--- src/rtl/ram_program_loader.sv ---
// ram_program_loader: boot-time loader between a framed byte stream and the core's RAM.
// Frame: SYNC_BYTE, LEN, LEN data bytes written from address 0, optional checksum byte.
// The core is held in reset (cpu_hold=1) until a frame has loaded cleanly.
// Build option: define LOADER_CHECKSUM_EN to expect a trailing checksum byte
// (sum of the data bytes mod 2**DATA_WIDTH). Without it, DONE follows the last data byte.
//
// state    | meaning
// ---------+------------------------------------------------------------
// ST_IDLE  | waiting for SYNC_BYTE, other bytes discarded
// ST_LEN   | next byte is the frame length L (1..DEPTH accepted)
// ST_DATA  | writing data bytes to addresses 0..L-1
// ST_CSUM  | next byte is compared against the running sum (checksum builds only)
// ST_DONE  | frame loaded, core released; SYNC restarts a load
// ST_ERROR | frame rejected, core held; SYNC restarts a load

module ram_program_loader #(
    parameter int                    DATA_WIDTH     = 8,
    parameter int                    ADDR_WIDTH     = 4,
    parameter logic [DATA_WIDTH-1:0] SYNC_BYTE      = 8'hA5,
    parameter int                    TIMEOUT_CYCLES = 1000
) (
    input  logic                  clk,
    input  logic                  reset,
    input  logic [DATA_WIDTH-1:0] in_data,
    input  logic                  in_valid,
    output logic                  in_ready,
    output logic                  ram_we,
    output logic [ADDR_WIDTH-1:0] ram_addr,
    output logic [DATA_WIDTH-1:0] ram_wdata,
    output logic                  cpu_hold,
    output logic                  load_done,
    output logic                  load_error
);

    localparam int DEPTH = 2 ** ADDR_WIDTH;
    localparam int CW    = ADDR_WIDTH + 1;
    // Timer is a down-counter loaded with TIMEOUT_CYCLES-1 on every accepted byte;
    // an idle edge that finds it at zero is the TIMEOUT_CYCLES-th idle edge.
    localparam bit TO_EN = (TIMEOUT_CYCLES > 0);
    localparam int TW    = (TIMEOUT_CYCLES > 1) ? $clog2(TIMEOUT_CYCLES) : 1;
    localparam logic [TW-1:0] TC_LOAD = TW'(TIMEOUT_CYCLES - 1);

    typedef enum logic [2:0] {
        ST_IDLE,
        ST_LEN,
        ST_DATA,
`ifdef LOADER_CHECKSUM_EN
        ST_CSUM,
`endif
        ST_DONE,
        ST_ERROR
    } state_t;

    state_t          state;
    logic [CW-1:0]   len_q;
    logic [CW-1:0]   count;
    logic [TW-1:0]   timer;
`ifdef LOADER_CHECKSUM_EN
    logic [DATA_WIDTH-1:0] sum;
`endif

    logic accept;
    logic len_bad;
    logic last_byte;
    logic in_frame;

    assign accept    = in_valid & in_ready;
    assign len_bad   = (in_data == '0) || (32'(in_data) > 32'(DEPTH));
    assign last_byte = (count == len_q - CW'(1));

    // Timeout only applies while a frame is in flight.
    always_comb begin
        in_frame = 1'b0;
        case (state)
            ST_LEN, ST_DATA: in_frame = 1'b1;
`ifdef LOADER_CHECKSUM_EN
            ST_CSUM:         in_frame = 1'b1;
`endif
            default:         in_frame = 1'b0;
        endcase
    end

    // Frame sequencing, RAM write strobe and status flags, all registered.
    always_ff @(posedge clk or negedge reset) begin
        if (!reset) begin
            state      <= ST_IDLE;
            in_ready   <= 1'b0;
            ram_we     <= 1'b0;
            ram_addr   <= '0;
            ram_wdata  <= '0;
            cpu_hold   <= 1'b1;
            load_done  <= 1'b0;
            load_error <= 1'b0;
            len_q      <= '0;
            count      <= '0;
            timer      <= '0;
`ifdef LOADER_CHECKSUM_EN
            sum        <= '0;
`endif
        end else begin
            in_ready <= 1'b1;
            ram_we   <= 1'b0;
            if (accept) begin
                timer <= TC_LOAD;
                case (state)
                    ST_IDLE, ST_DONE, ST_ERROR: begin
                        if (in_data == SYNC_BYTE) begin
                            state      <= ST_LEN;
                            count      <= '0;
                            cpu_hold   <= 1'b1;
                            load_done  <= 1'b0;
                            load_error <= 1'b0;
`ifdef LOADER_CHECKSUM_EN
                            sum        <= '0;
`endif
                        end
                    end
                    ST_LEN: begin
                        if (len_bad) begin
                            state      <= ST_ERROR;
                            load_error <= 1'b1;
                            cpu_hold   <= 1'b1;
                        end else begin
                            len_q <= CW'(in_data);
                            state <= ST_DATA;
                        end
                    end
                    ST_DATA: begin
                        ram_we    <= 1'b1;
                        ram_addr  <= count[ADDR_WIDTH-1:0];
                        ram_wdata <= in_data;
                        count     <= count + CW'(1);
`ifdef LOADER_CHECKSUM_EN
                        sum       <= sum + in_data;
                        if (last_byte) state <= ST_CSUM;
`else
                        if (last_byte) begin
                            state     <= ST_DONE;
                            load_done <= 1'b1;
                            cpu_hold  <= 1'b0;
                        end
`endif
                    end
`ifdef LOADER_CHECKSUM_EN
                    ST_CSUM: begin
                        if (in_data == sum) begin
                            state     <= ST_DONE;
                            load_done <= 1'b1;
                            cpu_hold  <= 1'b0;
                        end else begin
                            state      <= ST_ERROR;
                            load_error <= 1'b1;
                            cpu_hold   <= 1'b1;
                        end
                    end
`endif
                    default: state <= ST_IDLE;
                endcase
            end else if (TO_EN && in_frame) begin
                if (timer == '0) begin
                    state      <= ST_ERROR;
                    load_error <= 1'b1;
                    cpu_hold   <= 1'b1;
                end else begin
                    timer <= timer - TW'(1);
                end
            end
        end
    end

endmodule
--- config.mk ---
export PLATFORM = sky130hd
export DESIGN_NAME = ram_program_loader
export DESIGN_NICKNAME = d
export VERILOG_FILES = /design/src/rtl/ram_program_loader.sv
export SDC_FILE = /design/constraint.sdc
export NUM_CORES = 1
export LEC_CHECK = 0
export CAP_MARGIN = 30
export CELL_PAD_IN_SITES_DETAIL_PLACEMENT = 1
export CELL_PAD_IN_SITES_GLOBAL_PLACEMENT = 1
export CORE_UTILIZATION = 42
export CTS_CLUSTER_DIAMETER = 30
export DETAILED_ROUTE_END_ITERATION = 16
export PLACE_DENSITY_LB_ADDON = 0.1
export SLEW_MARGIN = 10
export SYNTH_ARGS = -nofsm -noshare
export SYNTH_HDL_FRONTEND = slang
export SYNTH_SLANG_ARGS = --single-unit
export TNS_END_PERCENT = 30
--- constraint.sdc ---
create_clock -name clk -period 2.21 [get_ports clk]
set_input_delay 0.442 -clock clk [delete_from_list [all_inputs] [get_ports clk]]
set_output_delay 0.442 -clock clk [all_outputs]
set_load 0.02 [all_outputs]
# ---- Word-level counts from Yosys, hierarchy flattened
# Cells that the tools add are included.
dict set report totals {
  ff_bits 40
  output_inout_bits 17
}
dict set report classes {
  addsub 3
  n_lt_le_gt_ge 1
  eq_ne 14
  muxes 27
  bitwise 2
  reduce_logical 17
}
# operator count
set ops {}
lappend ops {{two-way mux 10 bit} 3}
lappend ops {{two-way mux 3 bit} 6}
lappend ops {{two-way mux 1 bit} 12}
lappend ops {{logical NOT 10 bit} 1}
lappend ops {{case mux 5 bit (2 select lines)} 1}
lappend ops {{subtractor 10 x 1 -> 10 bit, second input constant} 1}
lappend ops {{inequality test 3 bit, second input constant} 3}
lappend ops {{case mux 3 bit (3 select lines)} 1}
lappend ops {{== test 8 bit, second input constant} 1}
lappend ops {{greater-than comparator 8 x 5 -> 1 bit, second input constant} 1}
lappend ops {{logical NOT 8 bit} 1}
lappend ops {{AND reduction 4 bit} 2}
lappend ops {{== test 3 x 2 -> 1 bit, second input constant} 2}
lappend ops {{inequality test 2 bit, second input constant} 3}
lappend ops {{AND reduction 3 bit} 2}
lappend ops {{AND reduction 6 bit} 1}
lappend ops {{nonzero test 2 bit} 3}
lappend ops {{adder 5 x 1 -> 5 bit, second input constant} 1}
lappend ops {{== test 5 bit} 1}
lappend ops {{two-way mux 5 bit} 1}
lappend ops {{AND reduction 5 bit} 1}
lappend ops {{subtractor 5 x 1 -> 5 bit, second input constant} 1}
lappend ops {{inequality test 4 x 1 -> 1 bit, second input constant} 1}
lappend ops {{case mux 1 bit (2 select lines)} 2}
lappend ops {{11 further kinds} 12}

# ---- Depth between registers and ports, before layout
# Gate-level depths: netlist of the first run.
dict set report depth {
  ltp_word 5
  depth_mapped 8
}

# ---- Worst setup path before layout of the first run
# No wires, ideal clock.
dict set report synth_timing {
  path_type {flip-flop to flip-flop}
  from {reg timer[0]}
  to {reg timer[7]}
  setup_ps 131
  arrival_ps 1890
  path_slack_ps 188
  path_stages_with_launch 8
  n_path_buf 0
  period_less_slack_ps 2022
  path_cell_list {dfrtp_1 -> inv_1 -> ha_1 -> nand2b_1 -> o211ai_1 -> a2111o_1 -> o31a_1 -> or3_1}
}
dict set report synth_between {
  elab_chain_cells 4
}
# element line_no
set synth_lines {}
lappend synth_lines {{start: declaration} 57} ;# logic [TW-1:0] timer;
lappend synth_lines {{start signal: assignment} 165} ;# timer <= timer - TW'(1);
lappend synth_lines {{subtractor 10 x 1 -> 10 bit} 165}
lappend synth_lines {{two-way mux 10 bit} 160} ;# if (timer == '0) begin
lappend synth_lines {{two-way mux 10 bit} 159} ;# end else if (TO_EN && in_frame) begin
lappend synth_lines {{two-way mux 10 bit} 103} ;# if (accept) begin
# Several ways; a longest one is shown, not always the timed one. The select of a mux whose other input is x is not followed.
# A chain may end at the register's enable or synchronous reset.

# ---- Worst setup path after layout of the first run
dict set report layout_timing {
  from {in in_data[1]}
  to {reg len_q[1]}
}
dict set report layout_between {
  elab_chain_cells 4
}
# element line_no
set layout_lines {}
lappend layout_lines {{start: declaration} 24} ;# input logic [DATA_WIDTH-1:0] in_data,
lappend layout_lines {{greater-than comparator 8 x 5 -> 1 bit or logical NOT 8 bit (tied branches)} 68} ;# assign len_bad = (in_data == '0) || (32'(in_data) > 32'(DEPTH));
lappend layout_lines {{logical OR 1 bit} 68}
lappend layout_lines {{inverter 1 bit (no source line)} --}
lappend layout_lines {{AND reduction 3 bit (no source line)} --}
lappend layout_lines {{end signal: assignment} 124} ;# len_q <= CW'(in_data);
lappend layout_lines {{end: declaration} 55} ;# logic [CW-1:0] len_q;
# Several ways; a longest one is shown, not always the timed one.

==> results.json, run 1 <==
{
  "synth_ff_type": "dfrtp_1",
  "use_met2_pct": 37.9,
  "antenna_found_initial": 0,
  "drcViolationCount": 0,
  "worstMarginPinSlew_ns": 0.692,
  "crit_path_end_kind": "flip-flop",
  "whs_endpoint": "ram_addr[1]",
  "synth_top_area_share_pct": 47.9,
  "ant_nets": 0,
  "first_pass_iters": 4,
  "synthTopCellsByArea": "dfrtp_1, nand2_1, xnor2_1",
  "core-area_sq_um": 4500,
  "dpl_worst_slack_ns": -0.334,
  "wl_microns": 5070,
  "hold_depth": 2,
  "final_cell_mix": "nand2_1, dfrtp_1, clkdlybuf4s50_1, buf_4, inv_1",
  "rr_worst_depth": 6,
  "dp_hpwl_microns": 3830,
  "worstPathArrival_ns": 2.31,
  "cts.clk_slew.worst_paths_ns": 0.08,
  "relSlewSlack_pct": 53.2,
  "r2r_end": "timer[7]",
  "cts_made_buffers": 5,
  "slew_violations": 0,
  "synth.cell_area_sq_um": 2040,
  "htree_levels": 2,
  "utilization_pct": 57.9,
  "vias": 1703,
  "hold_violations": 0,
  "multi_input_area_sq_um": 946,
  "nets": 273,
  "crit_path_max_incr_delay_ns": 0.56,
  "pin_count": 28,
  "hold_class": "reg2reg",
  "cts_tree": "done",
  "setup_tns_ns": 0,
  "rsz0062_at_grt": "no",
  "grt_pass1_wl_microns": 8940,
  "period_minus_slack_ns": 2.13,
  "place.gp.congestion": 0.807,
  "power_density_nw_per_um2": 976,
  "grt_busiest_layer": "met2",
  "avgViaCountPerCell": 5.46,
  "start_util_pct": 45.2,
  "die-area_sq_um": 5130,
  "r2r_start": "timer[6]",
  "fp-row-count": 24,
  "seqCellArea_sq_um": 1000,
  "use_met1_pct": 29.6,
  "ys_seq_area_share_pct": 49.2,
  "place.port_buffers": 27,
  "startpoint_type": "primary input",
  "min-delay-start": "ram_addr[1]",
  "grt_pass1_vias": 1843,
  "grt.total_usage_pct": 22.8,
  "cts-root-buf": "clkbuf_8",
  "path_class": "in2reg",
  "ff2ff_setup_slack_ns": 0.09,
  "post-route-period-util_pct": 96.5,
  "required_ns": 2.39,
  "final_common_cell": "nand2_1",
  "drive_gt1_share_pct": 16.2,
  "synth-seq-cells": 40,
  "yosysTopAreaCell": "dfrtp_1",
  "route.detailed.wl_per_inst_microns": 16.3,
  "crit_start": "in_data[1]",
  "syn_inst": 211,
  "diodes": 0,
  "syn_avg_cell_area_sq_um": 9.65,
  "syn_to_final_growth_pct": 28.2,
  "setup_ws_ns": 0.0778,
  "fmax_mhz": 469,
  "leakage_nw": 1.18,
  "cap_violations": 0,
  "cts.path.max_buffers": 2,
  "fp.dieH_microns": 71.6,
  "ir_drop_v": 0.000579,
  "clock_skew_ns": 0.00713,
  "async_flop_share_pct": 100,
  "setup_viol": 0,
  "path_cells": "clkdlybuf4s50_1 -> nor4_1 -> xor2_1 -> or4_4 -> mux2_1",
  "grt_util_met3_pct": 4.22,
  "synth_cell_types": 48,
  "cts_sinks": 40,
  "cts_setup_buffers": 0,
  "insertion_delay_ns": 0.30,
  "synth_edf_count": 0,
  "die_x_microns": 71.6,
  "grt_overflow": 0,
  "grt_max_degree": 19,
  "outcome": "complete, no violations",
  "slowest_stage": "or4_4",
  "fillers": 527,
  "yosysWarnings": 0,
  "crit_fanout": 6,
  "drtIter0Drc": 75,
  "synth_nets": 225
}
## how the worst max path moves through the flow
stage                    end  slack [ns]
CTS                 len_q[1]        0.05
floorplan           timer[7]        0.19
global route        len_q[1]        0.01
finish              len_q[1]        0.08
global placement    len_q[1]       -0.24
detailed placement  len_q[1]       -0.33
## power breakdown
part,internal (mW),switching [mW],leakage (nW),total [mW]
clock network,0.334,0.264,0.0541,0.598
registers,0.887,0.138,0.497,1.03
logic,0.414,0.511,0.629,0.924
total,1.63,0.913,1.18,2.55
## critical path: cells and delay by family
| kind | cells | cell delay, ns |
|---|---|---|
| mux | 1 | 0.35 |
| simple gates | 2 | 0.92 |
| buf+inv | 1 | 0.46 |
| xor+xnor | 1 | 0.14 |
## cell usage after synthesis, drive strengths merged (4+ instances only)
library cell and n:
a21oi 7, a22o 4, clkbuf 6, dfrtp 39, inv 11, mux2 5, nand2 52, nand3 5
nor2 10, nor4 8, o21ai 4, or3 4, xnor2 10, xor2 6
## registers in the layout, summed over array words and instances, names as in the netlist
name	count
cpu_hold	1
count	5
load_error	1
ram_addr	4
load_done	1
len_q	5
state	3
ram_we	1
timer	10
in_ready	1
ram_wdata	8
## timing repair
action,CTS,global route
setup endpoints to repair,2,0
hold endpoints to repair,4,0
gates resized for setup,1,0
hold buffers,1,0
## per-layer routing
layer / share of wire [%] / vias to the layer above
met5: 0 / -
met4: 1.8 / 0
met3: 3.5 / 8
met2: 50 / 37
met1: 45 / 844
li1: - / 814
## metrics by stage
stage / area [sq um] / hold slack [ns] / total power [mW] / instances
3_5_place_dp: 2480 / 0.264 / 1.96 / 303
6_report: 2610 / 0.473 / 2.55 / 312
5_1_grt: 2610 / 0.489 / 2.71 / 312
4_1_cts: 2610 / 0.480 / 2.58 / 312
3_3_place_gp: 2480 / 0.263 / 1.91 / 303
2_1_floorplan: 2040 / 0.146 / 1.56 / 211
## final cells by class
| cell class | instances | share of cell area (%) |
|---|---|---|
| Tap cell | 52 | 2.49 |
| Clock buffer | 5 | 2.64 |
| Sequential cell | 40 | 38.4 |
| Clock inverter | 3 | 1.63 |
| Timing Repair Buffer | 50 | 16.9 |
| Inverter | 12 | 1.73 |
| Multi-Input combinational cell | 150 | 36.2 |
## logic make-up (layout without fill, tap and decap cells)
group	after synthesis	after routing	share of synthesized area (%)
AO/OA/AOI/OAI	31	31	11.6
XOR/XNOR	16	16	6.88
adder cells (fa/ha/maj)	3	3	1.84
buffers and inverters	21	70	4.49
flip-flops	40	40	49.2
multiplexers	6	6	3.26
other	1	1	0.184
AND/OR/NAND/NOR	93	93	22.5
Power figures use the tool's default switching activity.
==> run 2, diff against run 1 <==
--- a/config.mk
+++ b/config.mk
@@ -12,7 +12,7 @@
 export CTS_CLUSTER_DIAMETER = 30
 export DETAILED_ROUTE_END_ITERATION = 16
 export PLACE_DENSITY_LB_ADDON = 0.1
-export SLEW_MARGIN = 10
+export SLEW_MARGIN = 15
 export SYNTH_ARGS = -nofsm -noshare
 export SYNTH_HDL_FRONTEND = slang
 export SYNTH_SLANG_ARGS = --single-unit
==> results of run 2 <==
No change in the layout: final DEF, timing and power equal those of run 1.
